$ cat config.mk
export PLATFORM = sky130hd
export DESIGN_NAME = ifmap_stage_buffer
export DESIGN_NICKNAME = d
export VERILOG_FILES = /design/src/rtl/ifmap_stage_buffer.sv
export SDC_FILE = /design/constraint.sdc
export NUM_CORES = 2
export LEC_CHECK = 0
export ABC_CLOCK_PERIOD_IN_PS = 5300
export BUFFER_PORTS_ARGS = -buffer_cell sky130_fd_sc_hd__buf_2
export CAP_MARGIN = 20
export CORE_MARGIN = 1.5
export CORE_UTILIZATION = 61
export DETAILED_ROUTE_END_ITERATION = 10
export PLACE_DENSITY = 0.79
export SYNTH_ARGS = -nofsm -noshare
export SYNTH_HDL_FRONTEND = slang
export SYNTH_SLANG_ARGS = --single-unit
export TNS_END_PERCENT = 100
$ cat constraint.sdc
create_clock -name clk -period 5.3 [get_ports clk]
set_input_delay 1.06 -clock clk [delete_from_list [all_inputs] [get_ports clk]]
set_output_delay 1.06 -clock clk [all_outputs]
set_load 0.03 [all_outputs]
$ cat src/rtl/ifmap_stage_buffer.sv
// Stages one ifmap tile (COL_NUM columns x DEPTH elements), then drains it to the PE array, aligned or column-skewed.
// Drain data appears the cycle after drain_start is sampled in FULL; load_ready is low in FULL/DRAIN, which stalls the loader.
module ifmap_stage_buffer #(
    parameter int COL_NUM = 32,
    parameter int DEPTH   = 4,
    parameter int DATA_W  = 8
) (
    input  logic                        clk,
    input  logic                        reset,
    input  logic                        flush,
    input  logic                        load_valid,
    output logic                        load_ready,
    input  logic [DEPTH*DATA_W-1:0]     load_data,
    input  logic                        load_last,
    input  logic                        drain_start,
    input  logic                        skew_mode,
    output logic [COL_NUM*DATA_W-1:0]   ifmap_out,
    output logic [COL_NUM-1:0]          out_valid,
    output logic                        busy,
    output logic                        drain_done
);

    localparam int WORD_W = DEPTH * DATA_W;
    localparam int IDX_W  = (COL_NUM > 1) ? $clog2(COL_NUM) : 1;
    localparam int PTR_W  = $clog2(COL_NUM + 1);
    localparam int CNT_W  = $clog2(DEPTH + COL_NUM);
    localparam logic [CNT_W-1:0] LAST_T_ALIGN = CNT_W'(DEPTH - 1);
    localparam logic [CNT_W-1:0] LAST_T_SKEW  = CNT_W'(DEPTH + COL_NUM - 2);
    localparam logic [PTR_W-1:0] LAST_COL     = PTR_W'(COL_NUM - 1);

    typedef enum logic [1:0] {S_IDLE, S_LOAD, S_FULL, S_DRAIN} state_t;

    state_t             r_state;
    state_t             w_next;
    logic [WORD_W-1:0]  r_mem [COL_NUM];
    logic [PTR_W-1:0]   r_ptr;
    logic [CNT_W-1:0]   r_t;
    logic               r_skew;

    logic w_xfer;
    logic w_last_col;
    logic w_fill_end;
    logic w_drain_end;

    assign w_xfer      = load_valid & load_ready;
    assign w_last_col  = (r_state == S_IDLE) ? (COL_NUM == 1) : (r_ptr == LAST_COL);
    assign w_fill_end  = load_last | w_last_col;
    assign w_drain_end = (r_state == S_DRAIN) && (r_t == (r_skew ? LAST_T_SKEW : LAST_T_ALIGN));

    always_ff @(posedge clk or negedge reset) begin
        if (!reset) r_state <= S_IDLE;
        else        r_state <= w_next;
    end

    always_comb begin
        w_next = r_state;
        case (r_state)
            S_IDLE:  if (w_xfer) w_next = w_fill_end ? S_FULL : S_LOAD;
            S_LOAD:  if (w_xfer && w_fill_end) w_next = S_FULL;
            S_FULL:  if (drain_start) w_next = S_DRAIN;
            S_DRAIN: if (w_drain_end) w_next = S_IDLE;
            default: w_next = S_IDLE;
        endcase
        if (flush) w_next = S_IDLE;
    end

    always_comb begin
        load_ready = (r_state == S_IDLE) || (r_state == S_LOAD);
        busy       = (r_state != S_IDLE);
        drain_done = w_drain_end;
    end

    always_ff @(posedge clk or negedge reset) begin
        if (!reset) begin
            for (int c = 0; c < COL_NUM; c++) r_mem[c] <= '0;
            r_ptr  <= '0;
            r_t    <= '0;
            r_skew <= 1'b0;
        end else if (flush) begin
            for (int c = 0; c < COL_NUM; c++) r_mem[c] <= '0;
            r_ptr  <= '0;
            r_t    <= '0;
            r_skew <= 1'b0;
        end else begin
            case (r_state)
                S_IDLE: if (w_xfer) begin
                    // a new tile starts from a clean slate so short tiles leave zero columns
                    for (int c = 0; c < COL_NUM; c++) r_mem[c] <= (c == 0) ? load_data : '0;
                    r_ptr <= PTR_W'(1);
                end
                S_LOAD: if (w_xfer) begin
                    r_mem[r_ptr[IDX_W-1:0]] <= load_data;
                    r_ptr <= r_ptr + PTR_W'(1);
                end
                S_FULL: if (drain_start) begin
                    r_skew <= skew_mode;
                    r_t    <= '0;
                end
                S_DRAIN: if (w_drain_end) begin
                    for (int c = 0; c < COL_NUM; c++) r_mem[c] <= '0;
                    r_ptr <= '0;
                    r_t   <= '0;
                end else begin
                    r_t <= r_t + CNT_W'(1);
                end
                default: ;
            endcase
        end
    end

    // column c shows element t - c when skewed, t when aligned
    always_comb begin
        ifmap_out = '0;
        out_valid = '0;
        if (r_state == S_DRAIN) begin
            for (int c = 0; c < COL_NUM; c++) begin
                for (int k = 0; k < DEPTH; k++) begin
                    if (int'(r_t) - (r_skew ? c : 0) == k) begin
                        out_valid[c] = 1'b1;
                        ifmap_out[c*DATA_W +: DATA_W] = r_mem[c][k*DATA_W +: DATA_W];
                    end
                end
            end
        end
    end

endmodule

# After elaboration in Yosys (flattened, before gate mapping)
# Cells that the tools add are included.
# word_totals
register_bits	1039
latch_bits	0
mem_bits_rw	0
rom_bits	0
inputBits	39
out_inout_bits	291
elab_cells	544
memories	0
# classes
add_sub_neg	33
multipliers	0
div	0
n_lt_le_gt_ge	2
eq_ne	106
n_shift	0
mux	318
n_bitwise	3
n_reduce_logical	46
# op_table
cell	n
2-to-1 mux 1024 bit	4
case mux 1024 bit (3 select lines)	1
bitwise mux 1024 bit	1
logical NOT 32 bit	32
2-to-1 mux 8 bit	128
equality test 7 x 3 -> 1 bit, second input constant	62
2-to-1 mux 256 bit	1
equality test 7 x 2 -> 1 bit, second input constant	31
demux 32 bit (select 5 bit)	1
2-to-1 mux 1 bit	133
subtractor 6 x 5 -> 7 bit	16
2-to-1 mux 5 bit	16
2-to-1 mux 32 bit	2
subtractor 6 x 4 -> 7 bit	8
2-to-1 mux 6 bit	8
2-to-1 mux 4 bit	8
subtractor 6 x 3 -> 7 bit	4
case mux 6 bit (3 select lines)	1
2-to-1 mux 2 bit	8
!= test 3 bit, second input constant	5
subtractor 6 x 2 -> 7 bit	2
adder 6 x 1 -> 6 bit, second input constant	2
equality test 6 x 3 -> 1 bit, second input constant	2
2-to-1 mux 3 bit	4
other kinds (21)	28

# Depth between registers and ports, before layout
# depth
ltp_word	9
ltp_mapped	16
mapped_depth_nobuf	10

# Worst setup path before layout
# No wires, ideal clock.
# synth_path
kind	register to output
start	reg r_t[0]
end	out ifmap_out[10]
arrival_time_ps	4168
t_required_ps	4240
setup_slack_ps	72
stages_incl_launch_ff	10
n_path_buf	4
path_cell_list	dfrtp_1 clkbuf_1 clkinv_1 clkbuf_1 ha_1 ha_1 buf_2 buf_1 mux2i_1 a2111oi_0
# synth_via
elab_chain_cells	7
# synth_rtl
element	line_no	text
start: declaration	37	logic [CNT_W-1:0] r_t;
start signal: assignment	104	r_t <= r_t + CNT_W'(1);
subtractor 6 x 1 -> 7 bit *	118	if (int'(r_t) - (r_skew ? c : 0) == k) begin
logical NOT 32 bit	118	
2-to-1 mux 8 bit (3 in series)	118	
2-to-1 mux 8 bit *	118	
2-to-1 mux 256 bit *	115	if (r_state == S_DRAIN) begin
end: declaration	17	output logic [COL_NUM*DATA_W-1:0] ifmap_out,
# Mark *: on every way between the ends. The rest lies on a longest branch, timed or not.

# Worst setup path in the final report
# layout_path
start	reg r_t[0]
end	out ifmap_out[38]
# layout_via
elab_chain_cells	7
# layout_rtl
element	line_no
subtractor 6 x 3 -> 7 bit *	118
logical NOT 32 bit	118
2-to-1 mux 8 bit (3 in series)	118
2-to-1 mux 8 bit *	118
2-to-1 mux 256 bit *	115
# Marked as above.

==> summary.txt <==
Run status
  • Outcome: complete, no violations

Clocking
  • TritonCTS clock tree: built
  • Clk sinks: 1,039
  • Worst-Skew Late Latency: 680 ps
  • Htree depth: 3
  • Clock-pin slew on the worst setup and hold paths: 60 ps
  • CTS Buffer Depth: 3
  • CTS Buf Count: 105
  • Clock root buffer master: clkbuf_16

Run
  • Max-cap viol count: 0

Synth
  • Register area share after synthesis: 0.511
  • YS warnings: 0
  • Synth top area share: 0.511
  • Mapped cell area: 50,900 um^2
  • Fraction of registers with async set/reset: 1.00
  • Ys flop type: dfrtp_1
  • Synth Instances: 5,207
  • Dominant cell type by area after synthesis: dfrtp_1
  • Net Count, Synth: 5,275
  • Average cell area after synthesis: 9.77 um^2
  • Number of flops mapped to enable cells by yosys: 0
  • Area contributors post-synth: dfrtp_1 (51%), nand3_1 (8.7%), o21ai_1 (8.4%)
  • FF+latch count, synth: 1,039
  • Netlist cell types: 82

Global route
  • Vias in the first global route: 40,500
  • Initial antenna violation count: 9
  • Gr usage total: 0.396
  • Largest net degree at the start of global routing: 182
  • First-pass GRT wire length: 255 mm
  • Grt total ovfl: 0

Setup path
  • Critical path type: flip-flop to output port
  • CP Launch Type: flip-flop
  • Arr. time, crit path: 4120 ps
  • Crit-path cells: buf_4 > ha_2 > inv_1 > nor2_1 > a221oi_1 > a211oi_1 > buf_2
  • CP required: 4240 ps
  • Critical path's slowest cell: nor2_1
  • CP max FO: 46
  • Flop2flop setup slack: 1190 ps
  • Crit end category: output port
  • Critical path buffer and inverter count: 3
  • Delay-heaviest family, CP: buffers and inverters
  • CP max stage delay: 660 ps

Floorplanning
  • Area of the die: 85,100 um^2
  • Core Region: 82,400 um^2
  • Boundary pin count: 330
  • Die Span Y: 292 um
  • Initial core utilization: 0.617
  • DIE WIDTH: 292 um
  • Row count: 105

Pwr
  • Comb pwr share: 0.258
  • VDD IR-drop max: 0.440 mV
  • Clock network fraction of total power: 0.361
  • Sequential Power Share: 0.382
  • Internal power: 13.9 mW
  • Leak Pwr: 25.0 nW
  • P_sw: 7.76 mW
  • Sw frac: 0.358
  • Power Dens Cells: 387 nW/um^2

Placement
  • Port Buffer Count: 329
  • Hpwl dp: 104 mm
  • Final GP Congestion: 0.978
  • DP Cell Count: 6,198
  • Cell Area, Placed: 52,200 um^2

Hold path
  • Worst hold path class: input pin to async pin

STA
  • Hold WS: 362 ps
  • Unrepaired setup endpoints after global routing: false
  • Fin crit period: 5180 ps
  • Setup violations, final: 0
  • Slew @ Worst Pin: 1120 ps
  • Final Skew: 12.9 ps
  • Setup TNS: 0 ps
  • Final Cycle Share: 0.977
  • Final hold vios: 0
  • Max_slew headroom: 0.253
  • Fin. max-slew vios: 0
  • Fmax: 0.193 GHz

Final layout
  • Post-Layout Inst Area: 56,000 um^2
  • Non-Filler Instances: 6,404
  • Area growth syn-to-layout: 10.1%
  • Share of layout cells above drive strength 1: 0.169
  • Fin nets: 5,308

Drt
  • DRT iter0 DRCs: 6,288
  • Routed vias: 43,300
  • Residual DRC: 0
  • Post-DRT Antenna Nets: 0
  • Final WL: 170 mm
  • Routed WL per cell: 26.6 um
  • Vias/cell: 6.77
  • First-pass DRT Iterations: 7
## path summary, 6_finish.rpt
path                            depth (start not counted)        from             to
worst max-delay path                                    7      r_t[0]  ifmap_out[38]
worst min-delay path                                    1       reset     r_mem[476]
worst max register to register                          8  r_state[0]     r_mem[619]
worst min register to register                          2  r_mem[610]     r_mem[610]
max in group asynchronous                               2       reset     r_mem[176]
min in group clk                                        2  r_mem[610]     r_mem[610]
## synthesized netlist by cell type (all sizes together), types with 3 or more instances
library cell / number
a21boi: 3
o22ai: 29
and3: 10
nor3: 86
or4: 3
nand4: 10
clkinv: 3
a221oi: 48
or2: 7
a21oi: 277
a21o: 3
inv: 46
nor4b: 3
xnor2: 21
xor2: 5
and2: 9
nand2b: 24
a2bb2oi: 31
a22oi: 4
o211ai: 7
fa: 4
o221a: 8
a221o: 7
buf: 297
dfrtp: 1039
o211a: 49
nor4: 13
or3: 9
nor2: 219
a2111oi: 16
ha: 25
nor2b: 145
o21a: 6
nand3: 932
o31ai: 10
a31oi: 3
o2111ai: 4
o221ai: 9
mux2: 37
nand2: 338
mux2i: 78
clkbuf: 236
o21ai: 963
a211oi: 19
mux4: 88
## placed cells by master (no fill, tap or decap), types with 19 or more instances in the layout
| cell | instances |
|---|---|
| a211oi_1 | 19 |
| a21oi_1 | 275 |
| a221oi_1 | 48 |
| a2bb2oi_1 | 31 |
| buf_12 | 24 |
| buf_2 | 328 |
| buf_4 | 100 |
| clkbuf_16 | 110 |
| clkbuf_8 | 22 |
| clkinv_2 | 25 |
| dfrtp_1 | 1037 |
| inv_1 | 44 |
| mux2_2 | 37 |
| mux2i_1 | 78 |
| mux4_2 | 88 |
| nand2_1 | 304 |
| nand2_2 | 34 |
| nand2b_1 | 23 |
| nand3_1 | 879 |
| nand3_2 | 29 |
| nand3_4 | 24 |
| nor2_1 | 217 |
| nor2b_1 | 142 |
| nor3_1 | 80 |
| o211a_1 | 49 |
| o21ai_0 | 109 |
| o21ai_1 | 854 |
| o22ai_1 | 29 |
| xnor2_1 | 21 |
## final cells by class
type	count	area, um^2
Antenna cell	7	17.5
Tap cell	1070	1340
Fill cell	6322	26400
Clock inverter	46	536
Timing Repair Buffer	459	3020
Inverter	49	184
Clock buffer	148	3090
Multi-Input combinational cell	3586	21800
Sequential cell	1039	26000
## metrics by stage
step                      worst slack (ps)  power (mW)  utilization
after CTS                             98.8        21.4        0.678
after floorplan                       71.9        12.1            -
after global routing                  22.4        22.2        0.680
after detailed placement               654        13.7        0.634
after global placement                 640        13.7        0.632
final                                  120        21.7        0.680
## power groups by stage
stage	clock (mW)	combinational, mW	sequential [mW]
floorplan	0	3.70	8.37
global placement	0	5.29	8.40
detailed placement	0	5.31	8.40
CTS	7.81	5.34	8.26
global route	8.14	5.72	8.29
finish	7.82	5.58	8.27
## registers in the layout (all words and copies together), names as in the netlist
register / flops
r_skew: 1
r_t: 6
r_ptr: 6
r_state: 2
r_mem: 1024
## worst reg2reg max path, stage by stage, from the launching register on
cell and delay (ps):
dfrtp_1 420, ha_2 730, nand4bb_1 260, nor3_4 330, a311o_2 850, buf_12 300
nand3_4 570, nand3_1 400, o21ai_1 110
## repair_timing
action                     4_1_cts  5_1_grt
gates resized for setup          3        9
pin swaps                        1        0
hold buffers                     0        0
setup endpoints to repair       26       56
setup buffers                    1        0
## per-layer routing
metal | vias to the layer above | track usage | wire, um
met3 | 599 | 0.0993 | 19600
met4 | 2 | 0.221 | 10600
met2 | 2711 | 0.582 | 75900
li1 | 18900 | - | -
met5 | - | 0 | 12
met1 | 21100 | 0.541 | 64300
## cells by family after synthesis
kind of cell,synth area share
compound gates,0.168
simple gates,0.182
buf+inv,0.0650
mux,0.0625
fa+ha+maj,0.00772
xor+xnor,0.00448
flops,0.511
Power figures use the tool's default switching activity.
